--- config.mk ---
export PLATFORM = sky130hd
export DESIGN_NAME = uart_alu_bridge
export DESIGN_NICKNAME = d
export VERILOG_FILES = /design/src/rtl/uart_alu_bridge.sv
export SDC_FILE = /design/constraint.sdc
export NUM_CORES = 1
export LEC_CHECK = 0
export ABC_CLOCK_PERIOD_IN_PS = 3900
export BUFFER_PORTS_ARGS = -buffer_cell sky130_fd_sc_hd__clkbuf_2
export CAP_MARGIN = 20
export CORE_MARGIN = 4
export CORE_UTILIZATION = 38
export CTS_BUF_LIST = sky130_fd_sc_hd__clkbuf_4
export DETAILED_ROUTE_END_ITERATION = 8
export GPL_TIMING_DRIVEN = 0
export HOLD_SLACK_MARGIN = 0.02
export SLEW_MARGIN = 10
export SYNTH_ARGS = -nofsm -noshare
export SYNTH_HDL_FRONTEND = slang
export SYNTH_SLANG_ARGS = --single-unit
export TNS_END_PERCENT = 20
--- constraint.sdc ---
create_clock -name i_clk -period 3.9 [get_ports i_clk]
set_clock_uncertainty 0.1 [all_clocks]
set_input_delay 0.195 -clock i_clk [delete_from_list [all_inputs] [get_ports i_clk]]
set_output_delay 0.195 -clock i_clk [all_outputs]
set_load 0.01 [all_outputs]
--- src/rtl/uart_alu_bridge.sv ---
// uart_alu_bridge: collects operand A, operand B and opcode bytes from a UART
// receiver, evaluates an 8-bit ALU operation and hands the result to a UART
// transmitter with a one-cycle start pulse, then waits for the transmitter's
// completion strobe before accepting the next frame.
module uart_alu_bridge #(
    parameter int NB_DATA = 8,
    parameter int NB_OP   = 6
) (
    input  logic               i_clk,
    input  logic               i_rst,
    input  logic [NB_DATA-1:0] i_data,
    input  logic               i_done_data,
    input  logic               i_done_tx,
    output logic [NB_DATA-1:0] o_data,
    output logic               o_tx_start,
    output logic               o_busy
);

    // Shift amounts split into a low field that indexes a bit position and an
    // upper field that, when non-zero, means "shift everything out".
    // This relies on NB_DATA being a power of two.
    localparam int SHW = $clog2(NB_DATA);

    localparam logic [NB_OP-1:0] OP_ADD = 6'b100000;
    localparam logic [NB_OP-1:0] OP_SUB = 6'b100010;
    localparam logic [NB_OP-1:0] OP_AND = 6'b100100;
    localparam logic [NB_OP-1:0] OP_OR  = 6'b100101;
    localparam logic [NB_OP-1:0] OP_XOR = 6'b100110;
    localparam logic [NB_OP-1:0] OP_NOR = 6'b100111;
    localparam logic [NB_OP-1:0] OP_SRA = 6'b000011;
    localparam logic [NB_OP-1:0] OP_SRL = 6'b000010;

    typedef enum logic [1:0] {
        GET_A  = 2'd0,
        GET_B  = 2'd1,
        GET_OP = 2'd2
    } rx_state_t;

    typedef enum logic {
        TX_IDLE = 1'b0,
        TX_WAIT = 1'b1
    } tx_state_t;

    rx_state_t          r_rx_state;
    tx_state_t          r_tx_state;
    logic [NB_DATA-1:0] r_a;
    logic [NB_DATA-1:0] r_b;
    logic [NB_OP-1:0]   r_op;
    logic               r_alu_valid;
    logic               r_busy;
    logic [NB_DATA-1:0] r_data;
    logic               r_tx_start;

    logic               w_tx_done;
    logic               w_shift_big;
    logic [SHW-1:0]     w_shamt;
    logic [NB_DATA-1:0] w_alu_result;

    // Transmitter acknowledged only while a result is actually in flight.
    assign w_tx_done   = (r_tx_state == TX_WAIT) && i_done_tx;
    assign w_shift_big = |r_b[NB_DATA-1:SHW];
    assign w_shamt     = r_b[SHW-1:0];

    // Combinational ALU over the registered operands; results wrap naturally.
    always_comb begin
        w_alu_result = '0;
        case (r_op)
            OP_ADD: w_alu_result = r_a + r_b;
            OP_SUB: w_alu_result = r_a - r_b;
            OP_AND: w_alu_result = r_a & r_b;
            OP_OR:  w_alu_result = r_a | r_b;
            OP_XOR: w_alu_result = r_a ^ r_b;
            OP_NOR: w_alu_result = ~(r_a | r_b);
            OP_SRA: begin
                if (w_shift_big)
                    w_alu_result = {NB_DATA{r_a[NB_DATA-1]}};
                else
                    w_alu_result = $signed(r_a) >>> w_shamt;
            end
            OP_SRL: begin
                if (w_shift_big)
                    w_alu_result = '0;
                else
                    w_alu_result = r_a >> w_shamt;
            end
            default: w_alu_result = '0;
        endcase
    end

    // RX sequencer: capture A, B, opcode in order; opcode launches the ALU and
    // raises busy, which blocks further bytes until the transmitter is done.
    always_ff @(posedge i_clk or posedge i_rst) begin
        if (i_rst) begin
            r_rx_state  <= GET_A;
            r_a         <= '0;
            r_b         <= '0;
            r_op        <= '0;
            r_alu_valid <= 1'b0;
            r_busy      <= 1'b0;
        end else begin
            r_alu_valid <= 1'b0;
            if (w_tx_done)
                r_busy <= 1'b0;
            if (i_done_data && !r_busy) begin
                case (r_rx_state)
                    GET_A: begin
                        r_a        <= i_data;
                        r_rx_state <= GET_B;
                    end
                    GET_B: begin
                        r_b        <= i_data;
                        r_rx_state <= GET_OP;
                    end
                    GET_OP: begin
                        r_op        <= i_data[NB_OP-1:0];
                        r_alu_valid <= 1'b1;
                        r_busy      <= 1'b1;
                        r_rx_state  <= GET_A;
                    end
                    default: r_rx_state <= GET_A;
                endcase
            end
        end
    end

    // TX sequencer: latch the result and pulse start once, then hold o_data
    // until the transmitter reports completion.
    always_ff @(posedge i_clk or posedge i_rst) begin
        if (i_rst) begin
            r_tx_state <= TX_IDLE;
            r_data     <= '0;
            r_tx_start <= 1'b0;
        end else begin
            r_tx_start <= 1'b0;
            case (r_tx_state)
                TX_IDLE: begin
                    if (r_alu_valid) begin
                        r_data     <= w_alu_result;
                        r_tx_start <= 1'b1;
                        r_tx_state <= TX_WAIT;
                    end
                end
                TX_WAIT: begin
                    if (i_done_tx)
                        r_tx_state <= TX_IDLE;
                end
                default: r_tx_state <= TX_IDLE;
            endcase
        end
    end

    assign o_data     = r_data;
    assign o_tx_start = r_tx_start;
    assign o_busy     = r_busy;

endmodule

# Yosys cells after proc, flatten, opt, wreduce, memory -nomap -nowiden
# Cells that the tools add are included.
word_totals:
  output_inout_bits: 10
  latchBits: 0
  wordCells: 50
  romBits: 0
  ram_bits: 0
  reg_bits: 36
  inputBits: 12
  memories: 0
op_classes:
  eq_ne: 10
  shifts: 2
  multipliers: 0
  div: 0
  n_mux: 13
  addsub: 2
  magnitude_cmp: 0
  bitwise_logic: 5
  reduce_logical: 9
ops:
  columns: ["cell", "n"]
  rows:
  - ["8-bit case mux with 8 select lines", 1]
  - ["6-bit == test (second input constant)", 6]
  - ["8-bit two-way mux", 2]
  - ["6-bit by 2-bit == test with 1-bit output (second input constant)", 2]
  - ["8-bit adder", 1]
  - ["8-bit bitwise AND", 1]
  - ["1-bit two-way mux", 8]
  - ["8-bit NOT", 1]
  - ["8-bit OR", 1]
  - ["2-bit AND reduction", 4]
  - ["8-bit by 3-bit right shift with 8-bit output", 1]
  - ["8-bit by 3-bit >>> shifter with 8-bit output", 1]
  - ["8-bit subtractor", 1]
  - ["8-bit bitwise XOR", 1]
  - ["5-bit OR reduction", 1]
  - ["2-bit case mux with 2 select lines", 1]
  - ["2-bit by 1-bit == test with 1-bit output (second input constant)", 1]
  - ["2-bit == test (second input constant)", 1]
  - ["1-bit logical AND", 2]
  - ["2-bit zero test", 1]
  - ["1-bit case mux with 2 select lines", 1]
  - ["1-bit zero test", 1]
  - ["1-bit NOT", 1]

# Longest topological paths before layout
# Gate-level depths: netlist (run 1).
depth:
  word_depth: 4
  ltp_mapped: 13
  mapped_depth_nobuf: 12

# Worst setup path before layout (run 1)
# OpenSTA, ideal clock, no wires.
synth_timing:
  path_type: "register to register"
  startpoint: "register r_op[0]"
  endpoint: "register r_data[6] (netlist: o_data[6])"
  n_path_buf: 1
  required_time_ns: 3.718
  period_less_slack_ns: 2.936
  t_arrival_ns: 2.754
  setup_ns: 0.082
  setup_slack_ns: 0.964
  path_stages_with_launch: 13
  path_cell_list: "dfrtp_1 > buf_6 > nand2b_4 > nor4b_1 > nor2_1 > xnor2_1 > ha_1 > nor2b_1 > o21ai_1 > a21boi_0 > o21a_1 > or3_1 > a31oi_1"
synth_via:
  elab_chain_len: 2
  word_cells_on_any_way: 9
  cone_classes: "eq/ne (8); mux (1)"
synth_lines:
  columns: ["element", "line", "text"]
  rows:
  - ["start: declaration", "48", "logic [NB_OP-1:0] r_op;"]
  - ["start signal: assignment", "115", "r_op <= i_data[NB_OP-1:0];"]
  - ["6-bit by 2-bit == test with 1-bit output / 6-bit == test (equally long branches)", "67", "case (r_op)"]
  - ["8-bit case mux with 8 select lines *", "67", null]
  - ["end signal: assignment", "138", "r_data <= w_alu_result;"]
  - ["end: declaration", "51", "logic [NB_DATA-1:0] r_data;"]
# Every way passes the cells marked *; elsewhere a longest branch is shown, timed or not.
# A chain may end at the register's enable or synchronous reset.

# Final worst setup path (run 1)
# Ends and elaborated chain as after synthesis.

==> results of run 1 <==
-- per-stage QoR --
stage / util / hold WS (ns) / cells
CTS: 0.453 / 0.169 / 415
detailed placement: 0.426 / 0.257 / 397
floorplan: - / 0.212 / 280
finish: 0.453 / 0.177 / 415
global route: 0.453 / 0.225 / 415
global placement: 0.426 / 0.321 / 397
-- worst max-delay path, cell delays in order, from the launching register on --
cell and delay [ns]:
sky130_fd_sc_hd__dfrtp_1 0.39, sky130_fd_sc_hd__buf_6 0.14, sky130_fd_sc_hd__nand2b_4 0.16, sky130_fd_sc_hd__nor4b_1 0.77
sky130_fd_sc_hd__nor2_1 0.11, sky130_fd_sc_hd__xnor2_1 0.17, sky130_fd_sc_hd__ha_1 0.33, sky130_fd_sc_hd__nor2b_1 0.15
sky130_fd_sc_hd__o21ai_1 0.15, sky130_fd_sc_hd__a21boi_0 0.18, sky130_fd_sc_hd__o21a_1 0.23, sky130_fd_sc_hd__or3_1 0.34
sky130_fd_sc_hd__a31oi_1 0.17
-- layer usage --
| layer | vias to the layer above | share of wire |
|---|---|---|
| li1 | 1096 | - |
| met1 | 1090 | 0.50 |
| met2 | 76 | 0.44 |
| met4 | 0 | 0.012 |
| met5 | - | 0 |
| met3 | 11 | 0.054 |
-- flip-flops by register name (all words and copies together), names as in the netlist --
name and flops:
o_busy 1, o_data 8, r_op 6, r_rx_state 2
r_alu_valid 1, o_tx_start 1, r_a 8, r_b 8
r_tx_state 1
-- cell families (layout without fill, tap and decap cells) --
group	Yosys count	count (layout)
AOI/OAI and AO/OA	79	79
xor gates and xnor gates	11	11
adders and majority gates	25	25
buffers and inverters	32	71
DFF	36	36
muxes	16	16
and+or+nand+nor	81	81
-- layout make-up --
type / instances / area share
Clock buffer: 6 / 0.0146
Buffer: 10 / 0.0236
Timing Repair Buffer: 31 / 0.0667
Tap cell: 96 / 0.0390
Sequential cell: 36 / 0.293
Clock inverter: 2 / 0.0114
Inverter: 22 / 0.0268
Multi-Input combinational cell: 212 / 0.525
-- Yosys cell counts, drive strengths merged (5+ instances only) --
| cell type | count |
|---|---|
| nor2 | 17 |
| inv | 21 |
| buf | 7 |
| nand2 | 27 |
| mux2i | 5 |
| a21oi | 15 |
| nor3 | 11 |
| xnor2 | 9 |
| ha | 24 |
| a31oi | 7 |
| o21ai | 26 |
| dfrtp | 36 |
| mux2 | 6 |
| mux4 | 5 |
| o211ai | 5 |
-- path summary, 6_finish.rpt --
| path | cells after the start | start | to | slack [ns] |
|---|---|---|---|---|
| worst max-delay path | 12 | r_op[0] | o_data[6] | 0.43 |
| min in group asynchronous | 3 | i_rst | o_data[5] | 0.39 |
| worst max register to register | 12 | r_op[0] | o_data[6] | 0.43 |
| worst min register to register | 1 | r_tx_state | r_tx_state | 0.41 |
| worst min-delay path | 3 | i_done_data | r_rx_state[1] | 0.18 |
| max in group asynchronous | 3 | i_rst | r_a[0] | 2.82 |
-- cells in the final DEF (no fill, tap or decap), types with 5 or more instances in the layout --
master                          count
sky130_fd_sc_hd__inv_1             20
sky130_fd_sc_hd__clkbuf_4           6
sky130_fd_sc_hd__dlygate4sd3_1     10
sky130_fd_sc_hd__mux2_2             6
sky130_fd_sc_hd__clkbuf_2          21
sky130_fd_sc_hd__mux2i_1            5
sky130_fd_sc_hd__xnor2_1            9
sky130_fd_sc_hd__dfrtp_1           36
sky130_fd_sc_hd__a21oi_1           15
sky130_fd_sc_hd__nor2_1            14
sky130_fd_sc_hd__ha_1              24
sky130_fd_sc_hd__o21ai_0           22
sky130_fd_sc_hd__nand2_1           27
sky130_fd_sc_hd__nor3_1            10
sky130_fd_sc_hd__a31oi_1            7
-- power by group through the flow --
stage	logic (uW)	clock network [uW]	registers, uW
2_1_floorplan	1250	0	724
3_3_place_gp	1630	0	752
3_5_place_dp	1630	0	761
4_1_cts	1660	281	752
5_1_grt	1850	298	781
6_report	1660	277	755
==> metrics.md, run 1 <==
| Metric | Value |
|---|---|
| Clock latency on the worst-skew pair | 0.35 ns |
| Share of synthesized cell area in and, or, nand and nor gates | 0.169 |
| Setup repair after global routing missed its margin | no |
| Number of nets with antenna violations after routing | 0 |
| Post-Synth XOR/XNOR Area | 0.0361 |
| CTS tree | built |
| Initial antenna violation count | 0 |
| Buffers added on ports | 21 |
| Final Wtd Congestion | 0.974 |
| Final cell area excluding filler cells | 3080 sq um |
| Worst min path class | in2reg |
| Endpoint required time on the critical path | 4.07 ns |
| WL per Instance | 16.7 microns |
| DRC errors left | 0 |
| CP arrival | 3.64 ns |
| Comb power frac | 0.617 |
| Number of global-route vias before repair | 2,172 |
| Period utilisation layout | 0.890 |
| Cell-internal power | 1450 uW |
| Routed vias | 2,273 |
| Mapped cell area | 2670 sq um |
| Met3 track utilization from global routing | 0.0295 |
| Clock power share | 0.103 |
| Met1 Usage GRT | 0.255 |
| Result of the run | finished, final reports clean |
| Post-route setup slack | 0.427 ns |
| Number of buffers inserted by post-CTS setup repair | 0 |
| Dominant cells by area after synthesis | sky130_fd_sc_hd__dfrtp_1 34%, sky130_fd_sc_hd__ha_1 11%, sky130_fd_sc_hd__o21ai_0 4.1% |
| Largest family of logic cells by synthesized area | compound AO/OA/AOI/OAI gates |
| Synthesized netlist cell count | 280 |
| Sequential fraction of design power | 0.280 |
| Placed inst area | 2900 sq um |
| Chip width | 91.8 microns |
| Clock Tree Buf Depth | 2 |
| Fin Setup TNS | 0 ns |
| Leakage | 0.00135 uW |
| Pre-Repair DR Iteration Count | 5 |
| Worst Setup Start Kind | flop |
| Total area of multi-input combinational cells | 1620 sq um |
| Total of hold buffers inserted after clock tree synthesis | 10 |
| Dominant register cell in the synthesized netlist | sky130_fd_sc_hd__dfrtp_1 |
| Distinct cell type count of the synthesized netlist | 57 |
| CTS clock-pin slew for the worst setup and hold paths | 0.11 ns |
| Count of endpoints failing hold in the final timing report | 0 |
| Initial Utilization | 0.393 |
| Sequential cell area fraction in the yosys report | 0.337 |
| Diodes inserted | 0 |
| Psw | 1240 uW |
| PnR Total Power | 2690 uW |
| Pwr Density | 875 nW/um^2 |
| Adder-cell share of the synthesized area | 0.120 |
| Met2 GRT Util | 0.258 |
| Nets@finish | 355 |
| Cell row count | 30 |
| Worst slew margin relative to its limit | 0.352 |
| Number of levels in the clock H-tree | 2 |
| Root cell of the clock tree | sky130_fd_sc_hd__clkbuf_4 |
| Maximum vdd drop | 0.000435 V |
| Total wire length | 6930 microns |
| Syn. warnings | 0 |
| Post-synth EDFFs | 0 |
| Clk sinks | 36 |
| CP endpoint kind | flop |
| Number of nets in the synthesized netlist | 317 |
| Switching share of power | 0.462 |
| Highest Clock Rate | 0.288 GHz |
| Total track usage | 0.171 |
| Yosys top cell area share | 0.337 |
| Cell type contributing the most total cell area after synthesis | sky130_fd_sc_hd__dfrtp_1 |
| Syn avg cell area | 9.54 sq um |
| Die span in y | 91.8 microns |
| Post-synthesis compound-gate area fraction | 0.193 |
| Die area | 8440 sq um |
| Slew Limit Fails | 0 |
| Max-cap violations | 0 |
| Register bit count reported by yosys | 36 |
| Crit Path Category | reg2reg |
| Share of post-route cells with drive strength above 1 | 0.188 |
| Fin crit period | 3.47 ns |
| Max Fanout on Critical Path | 9 |
| Proportion of synthesized area in mux cells | 0.0876 |
| Worst-margin pin slew | 0.965 ns |
| TritonCTS Buffers | 5 |
| Count of routing violations after the opening detailed-route iteration | 176 |
| Detailed placer's ending HPWL | 5340 microns |
| Placeable Area | 6790 sq um |
| Ratio of routed vias to standard cells | 5.48 |
| Post-synthesis to final-layout area growth | 15.2% |
| Count of fill cells added during filler insertion | 682 |
| Fraction of synthesis flops using an asynchronous set or reset pin | 1.00 |
| Post-cts resize count | 0 |
| Overflow left after global routing | 0 |
| Peak-usage layer in the global routing report | met2 |
| Combined flip-flop and latch cell area | 901 sq um |
| Final setup viols | 0 |
| Maximum number of pins on one net before global-route repair | 37 |
| First-pass GRT wire length | 11,400 microns |
| IO Pins | 22 |
| Worst slack after detailed placement | 0.497 ns |
Note: power is estimated with default switching activity, not from simulation.
==> run 2, diff against run 1 <==
--- a/config.mk
+++ b/config.mk
@@ -10,7 +10,6 @@
 export CAP_MARGIN = 20
 export CORE_MARGIN = 4
 export CORE_UTILIZATION = 38
-export CTS_BUF_LIST = sky130_fd_sc_hd__clkbuf_4
 export DETAILED_ROUTE_END_ITERATION = 8
 export GPL_TIMING_DRIVEN = 0
 export HOLD_SLACK_MARGIN = 0.02
==> metrics.md, run 2 (synthesis results as in run 1) <==
| Metric | Value |
|---|---|
| Result of the run | finished, final reports clean |
| Worst slack after detailed placement | 0.497 ns |
| Clock latency on the worst-skew pair | 0.29 ns |
| Number of global-route vias before repair | 2,175 |
| Chip width | 91.8 microns |
| Max Fanout on Critical Path | 9 |
| Crit Path Category | reg2reg |
| Met2 routed WL | 3100 microns |
| Count of endpoints failing hold in the final timing report | 0 |
| Max-cap violations | 0 |
| Clock Tree Buf Depth | 2 |
| Cell-internal power | 1490 uW |
| Final Wtd Congestion | 0.974 |
| Sequential fraction of design power | 0.275 |
| Worst Setup Start Kind | flop |
| Buffers added on ports | 21 |
| Number of nets with antenna violations after routing | 0 |
| Die span in y | 91.8 microns |
| Overflow left after global routing | 0 |
| Highest routed layer | met4 |
| Final setup viols | 0 |
| Fin crit period | 3.49 ns |
| Switching share of power | 0.457 |
| Count of routing violations after the opening detailed-route iteration | 247 |
| Utilization of the core after routing | 0.444 |
| Maximum number of pins on one net before global-route repair | 37 |
| Commonest non-fill, non-tap cells in the layout | 36 x sky130_fd_sc_hd__dfrtp_1, 27 x sky130_fd_sc_hd__nand2_1, 24 x sky130_fd_sc_hd__ha_1, 22 x sky130_fd_sc_hd__o21ai_0, 21 x sky130_fd_sc_hd__clkbuf_2 |
| CP endpoint kind | flop |
| Pwr Density | 912 nW/um^2 |
| Slew Limit Fails | 0 |
| Period utilisation layout | 0.894 |
| Endpoint required time on the critical path | 4.01 ns |
| Clk sinks | 36 |
| Initial antenna violation count | 0 |
| Final cell area excluding filler cells | 3010 sq um |
| CTS tree | built |
| Total track usage | 0.171 |
| Number of levels in the clock H-tree | 2 |
| Placeable Area | 6790 sq um |
| Highest Clock Rate | 0.287 GHz |
| Leakage | 0.00133 uW |
| Routed vias | 2,211 |
| Total wire length | 6940 microns |
| Commonest non-fill, non-tap cell in the layout | sky130_fd_sc_hd__dfrtp_1 |
| TritonCTS Buffers | 5 |
| First-pass GRT wire length | 11,400 microns |
| Worst-case register-to-register setup slack | 0.41 ns |
| Maximum vdd drop | 0.000423 V |
| Worst-margin pin slew | 0.974 ns |
| Detailed placer's ending HPWL | 5340 microns |
| M1 wire length | 3390 microns |
| Nets@finish | 346 |
| Psw | 1260 uW |
| DRC errors left | 0 |
| Die area | 8440 sq um |
| Post-route setup slack | 0.415 ns |
| Comb power frac | 0.603 |
| Met3 Routed Length | 431 microns |
| Share of post-route cells with drive strength above 1 | 0.190 |
| Clock power share | 0.121 |
| Pre-Repair DR Iteration Count | 5 |
| Ratio of routed vias to standard cells | 5.45 |
| Post-synthesis to final-layout area growth | 12.8% |
| Worst min path class | in2reg |
| Post-cts resize count | 0 |
| Count of fill cells added during filler insertion | 689 |
| Setup repair after global routing missed its margin | no |
| Post-route worst hold slack | 0.0232 ns |
| Placed inst area | 2900 sq um |
| WL per Instance | 17.1 microns |
| Fin Setup TNS | 0 ns |
| CTS clock-pin slew for the worst setup and hold paths | 0.08 ns |
| Cell row count | 30 |
| Diodes inserted | 0 |
| Root cell of the clock tree | sky130_fd_sc_hd__clkbuf_8 |
| CP arrival | 3.60 ns |
| Worst slew margin relative to its limit | 0.342 |
| IO Pins | 22 |
| Initial Utilization | 0.393 |
==> run 2: final timing paths <==
check	from	to	cells past startpoint
setup / recovery	r_op[0]	o_data[6]	12
hold / removal	i_data[7]	r_b[7]	3
setup reg to reg	r_op[0]	o_data[6]	12
hold reg to reg	r_alu_valid	r_tx_state	1
max in group asynchronous	i_rst	r_a[0]	3
min in group asynchronous	i_rst	o_data[5]	3
==> run 2: cell type report <==
| class | count | area, sq um | share of cell area |
|---|---|---|---|
| multi-input combinational | 212 | 1620 | 0.536 |
| sequential | 36 | 901 | 0.299 |
| tap | 96 | 120 | 0.0399 |
| timing repair buffer | 22 | 115 | 0.0382 |
| inverter | 22 | 82.6 | 0.0274 |
| clock buffer | 6 | 72.6 | 0.0241 |
| buffer | 10 | 72.6 | 0.0241 |
| clock inverter | 2 | 35.0 | 0.0116 |
==> run 2: metal layers <==
| layer | track usage | up-vias |
|---|---|---|
| met5 | 0 | - |
| met1 | 0.255 | 1058 |
| met4 | 0.0433 | 0 |
| met2 | 0.254 | 76 |
| li1 | - | 1075 |
| met3 | 0.0295 | 2 |
==> run 2: power by group through the flow <==
stage          combinational [uW]  sequential [uW]  clock [uW]
2_1_floorplan                1250              724           0
3_3_place_gp                 1630              752           0
3_5_place_dp                 1630              761           0
4_1_cts                      1650              753         336
5_1_grt                      1850              783         353
6_report                     1660              757         333
==> run 2: per-stage QoR <==
step	instances	power [uW]
CTS	406	2740
finish	406	2750
global placement	397	2380
global route	406	2990
detailed placement	397	2400
floorplan	280	1980
==> run 2: critical path: stages, from the launching register on <==
cell and delay (ns):
sky130_fd_sc_hd__dfrtp_1 0.37, sky130_fd_sc_hd__buf_6 0.14, sky130_fd_sc_hd__nand2b_4 0.16, sky130_fd_sc_hd__nor4b_1 0.81
sky130_fd_sc_hd__nor2_1 0.11, sky130_fd_sc_hd__xnor2_1 0.17, sky130_fd_sc_hd__ha_1 0.33, sky130_fd_sc_hd__nor2b_1 0.15
sky130_fd_sc_hd__o21ai_1 0.16, sky130_fd_sc_hd__a21boi_0 0.17, sky130_fd_sc_hd__o21a_1 0.22, sky130_fd_sc_hd__or3_1 0.34
sky130_fd_sc_hd__a31oi_1 0.17
==> run 2: what timing repair did <==
action,4_1_cts,5_1_grt
setup buffers,0,0
endpoints found under the hold margin,36,0
hold buffers,1,0
==> run 3, diff against run 2 <==
--- a/config.mk
+++ b/config.mk
@@ -8,7 +8,6 @@
 export ABC_CLOCK_PERIOD_IN_PS = 3900
 export BUFFER_PORTS_ARGS = -buffer_cell sky130_fd_sc_hd__clkbuf_2
 export CAP_MARGIN = 20
-export CORE_MARGIN = 4
 export CORE_UTILIZATION = 38
 export DETAILED_ROUTE_END_ITERATION = 8
 export GPL_TIMING_DRIVEN = 0
==> metrics.md, run 3 (synthesis results as in run 1) <==
| Metric | Value |
|---|---|
| First-pass GRT wire length | 11,400 microns |
| Initial Utilization | 0.393 |
| Critical path's largest stage delay | 0.81 ns |
| Total track usage | 0.207 |
| Worst r2r dst | o_data[6] |
| Met2 GRT Util | 0.327 |
| DRC errors left | 0 |
| Max-cap violations | 0 |
| Placed inst area | 2900 sq um |
| Ratio of routed vias to standard cells | 5.50 |
| Crit Path Category | reg2reg |
| Commonest non-fill, non-tap cell in the layout | sky130_fd_sc_hd__dfrtp_1 |
| Maximum vdd drop | 0.000310 V |
| Pwr Density | 902 nW/um^2 |
| Fin crit period | 3.41 ns |
| Worst min path class | in2reg |
| Post-route setup slack | 0.487 ns |
| Nets@finish | 347 |
| Final cell area excluding filler cells | 3020 sq um |
| Routed vias | 2,240 |
| Peak-usage layer in the global routing report | met2 |
| Die area | 7370 sq um |
| Placeable Area | 6790 sq um |
| Initial antenna violation count | 0 |
| Max Fanout on Critical Path | 9 |
| Post-route worst hold slack | 0.0349 ns |
| Fin Setup TNS | 0 ns |
| Total wire length | 6980 microns |
| Final Wtd Congestion | 0.852 |
| Worst slew margin relative to its limit | 0.337 |
| Highest-delay cell along the critical path | sky130_fd_sc_hd__nor4b_1 |
| Pre-Repair DR Iteration Count | 5 |
| Highest Clock Rate | 0.293 GHz |
| Number of levels in the clock H-tree | 2 |
| Detailed placer's ending HPWL | 5280 microns |
| TritonCTS Buffers | 5 |
| Slew Limit Fails | 0 |
| Count of endpoints failing hold in the final timing report | 0 |
| CP arrival | 3.54 ns |
| Endpoint required time on the critical path | 4.03 ns |
| Share of post-route cells with drive strength above 1 | 0.190 |
| Chip width | 85.8 microns |
| Period utilisation layout | 0.875 |
| Endpoint of the most critical setup path | o_data[6] |
| Count of routing violations after the opening detailed-route iteration | 233 |
| IO Pins | 22 |
| Buffers added on ports | 21 |
| Post-cts resize count | 0 |
| Critical path, cell by cell | buf_6 > nand2b_4 > nor4b_1 > nor2_1 > xnor2_1 > ha_1 > nor2b_1 > o21ai_1 > a21boi_0 > o21a_1 > or3_1 > a31oi_1 |
| Reg-to-reg critical path startpoint | r_op[0] |
| Number of nets with antenna violations after routing | 0 |
| Met3 track utilization from global routing | 0.0423 |
| CP endpoint kind | flop |
| CTS tree | built |
| Setup repair after global routing missed its margin | no |
| Clk sinks | 36 |
| Post-synthesis to final-layout area growth | 13.2% |
| Maximum number of pins on one net before global-route repair | 37 |
| Diodes inserted | 0 |
| Worst-case register-to-register setup slack | 0.49 ns |
| WL per Instance | 17.2 microns |
| Clock Tree Buf Depth | 2 |
| Worst slack after detailed placement | 0.543 ns |
| Met1 Usage GRT | 0.283 |
| Overflow left after global routing | 0 |
| Clock latency on the worst-skew pair | 0.30 ns |
| Die span in y | 85.8 microns |
| Total of hold buffers inserted after clock tree synthesis | 2 |
| CTS clock-pin slew for the worst setup and hold paths | 0.09 ns |
| Commonest non-fill, non-tap cells in the layout | 36 x sky130_fd_sc_hd__dfrtp_1, 27 x sky130_fd_sc_hd__nand2_1, 24 x sky130_fd_sc_hd__ha_1, 22 x sky130_fd_sc_hd__o21ai_0, 21 x sky130_fd_sc_hd__clkbuf_2 |
| Number of buffers inserted by post-CTS setup repair | 0 |
| Beginning of the critical path | r_op[0] |
| Number of global-route vias before repair | 2,144 |
| Worst-margin pin slew | 0.981 ns |
| Number of cells traversed by the worst register-to-register path | 12 |
| Leakage | 0.00133 uW |
| Worst Setup Start Kind | flop |
| Result of the run | finished, final reports clean |
| Root cell of the clock tree | sky130_fd_sc_hd__clkbuf_8 |
| PnR Total Power | 2730 uW |
| Final setup viols | 0 |
| Cell row count | 30 |
run 3: layout make-up:
class / count / area [sq um]
plain buffers: 10 / 72.6
clock buffers: 6 / 72.6
well taps: 96 / 120
clock inverters: 2 / 35.0
repair buffers: 23 / 125
multi-input cells: 212 / 1620
fillers: 684 / 3770
flip-flops and latches: 36 / 901
inverters: 22 / 82.6
run 3: where the power goes:
part | switching (uW) | leakage [uW] | internal, uW
clock network | 145 | 0.0000552 | 190
registers | 220 | 0.000455 | 546
logic | 873 | 0.000820 | 755
run 3: worst min-delay path by stage:
| stage | startpoint | end | slack, ns | depth (start not counted) |
|---|---|---|---|---|
| after floorplan | i_data[0] | r_a[0] | 0.21 | 2 |
| after global placement | i_data[6] | r_a[6] | 0.33 | 3 |
| after detailed placement | i_rst | o_data[7] | 0.27 | 2 |
| after CTS | i_data[7] | r_a[7] | 0.04 | 3 |
| after global routing | i_data[5] | r_b[5] | 0.05 | 3 |
| final | i_data[7] | r_a[7] | 0.03 | 3 |
run 3: metrics by stage:
step	std cells	util
floorplan	280	-
global placement	397	0.426
detailed placement	397	0.426
CTS	407	0.445
global route	407	0.445
finish	407	0.445
run 3: worst max-delay path, delay by kind of cell (launching register included):
kind                     cells  cell delay (ns)
AO/OA/AOI/OAI                4             0.65
adder cells (fa/ha/maj)      1             0.32
flip-flops                   1             0.37
XOR/XNOR                     1             0.17
buffers and inverters        1             0.14
AND/OR/NAND/NOR              5             1.59
run 3: per-layer routing:
metal  share of wire  vias up
met1            0.47     1063
met5               0        -
met2            0.44       87
met3           0.072       12
li1                -     1078
met4           0.022        0
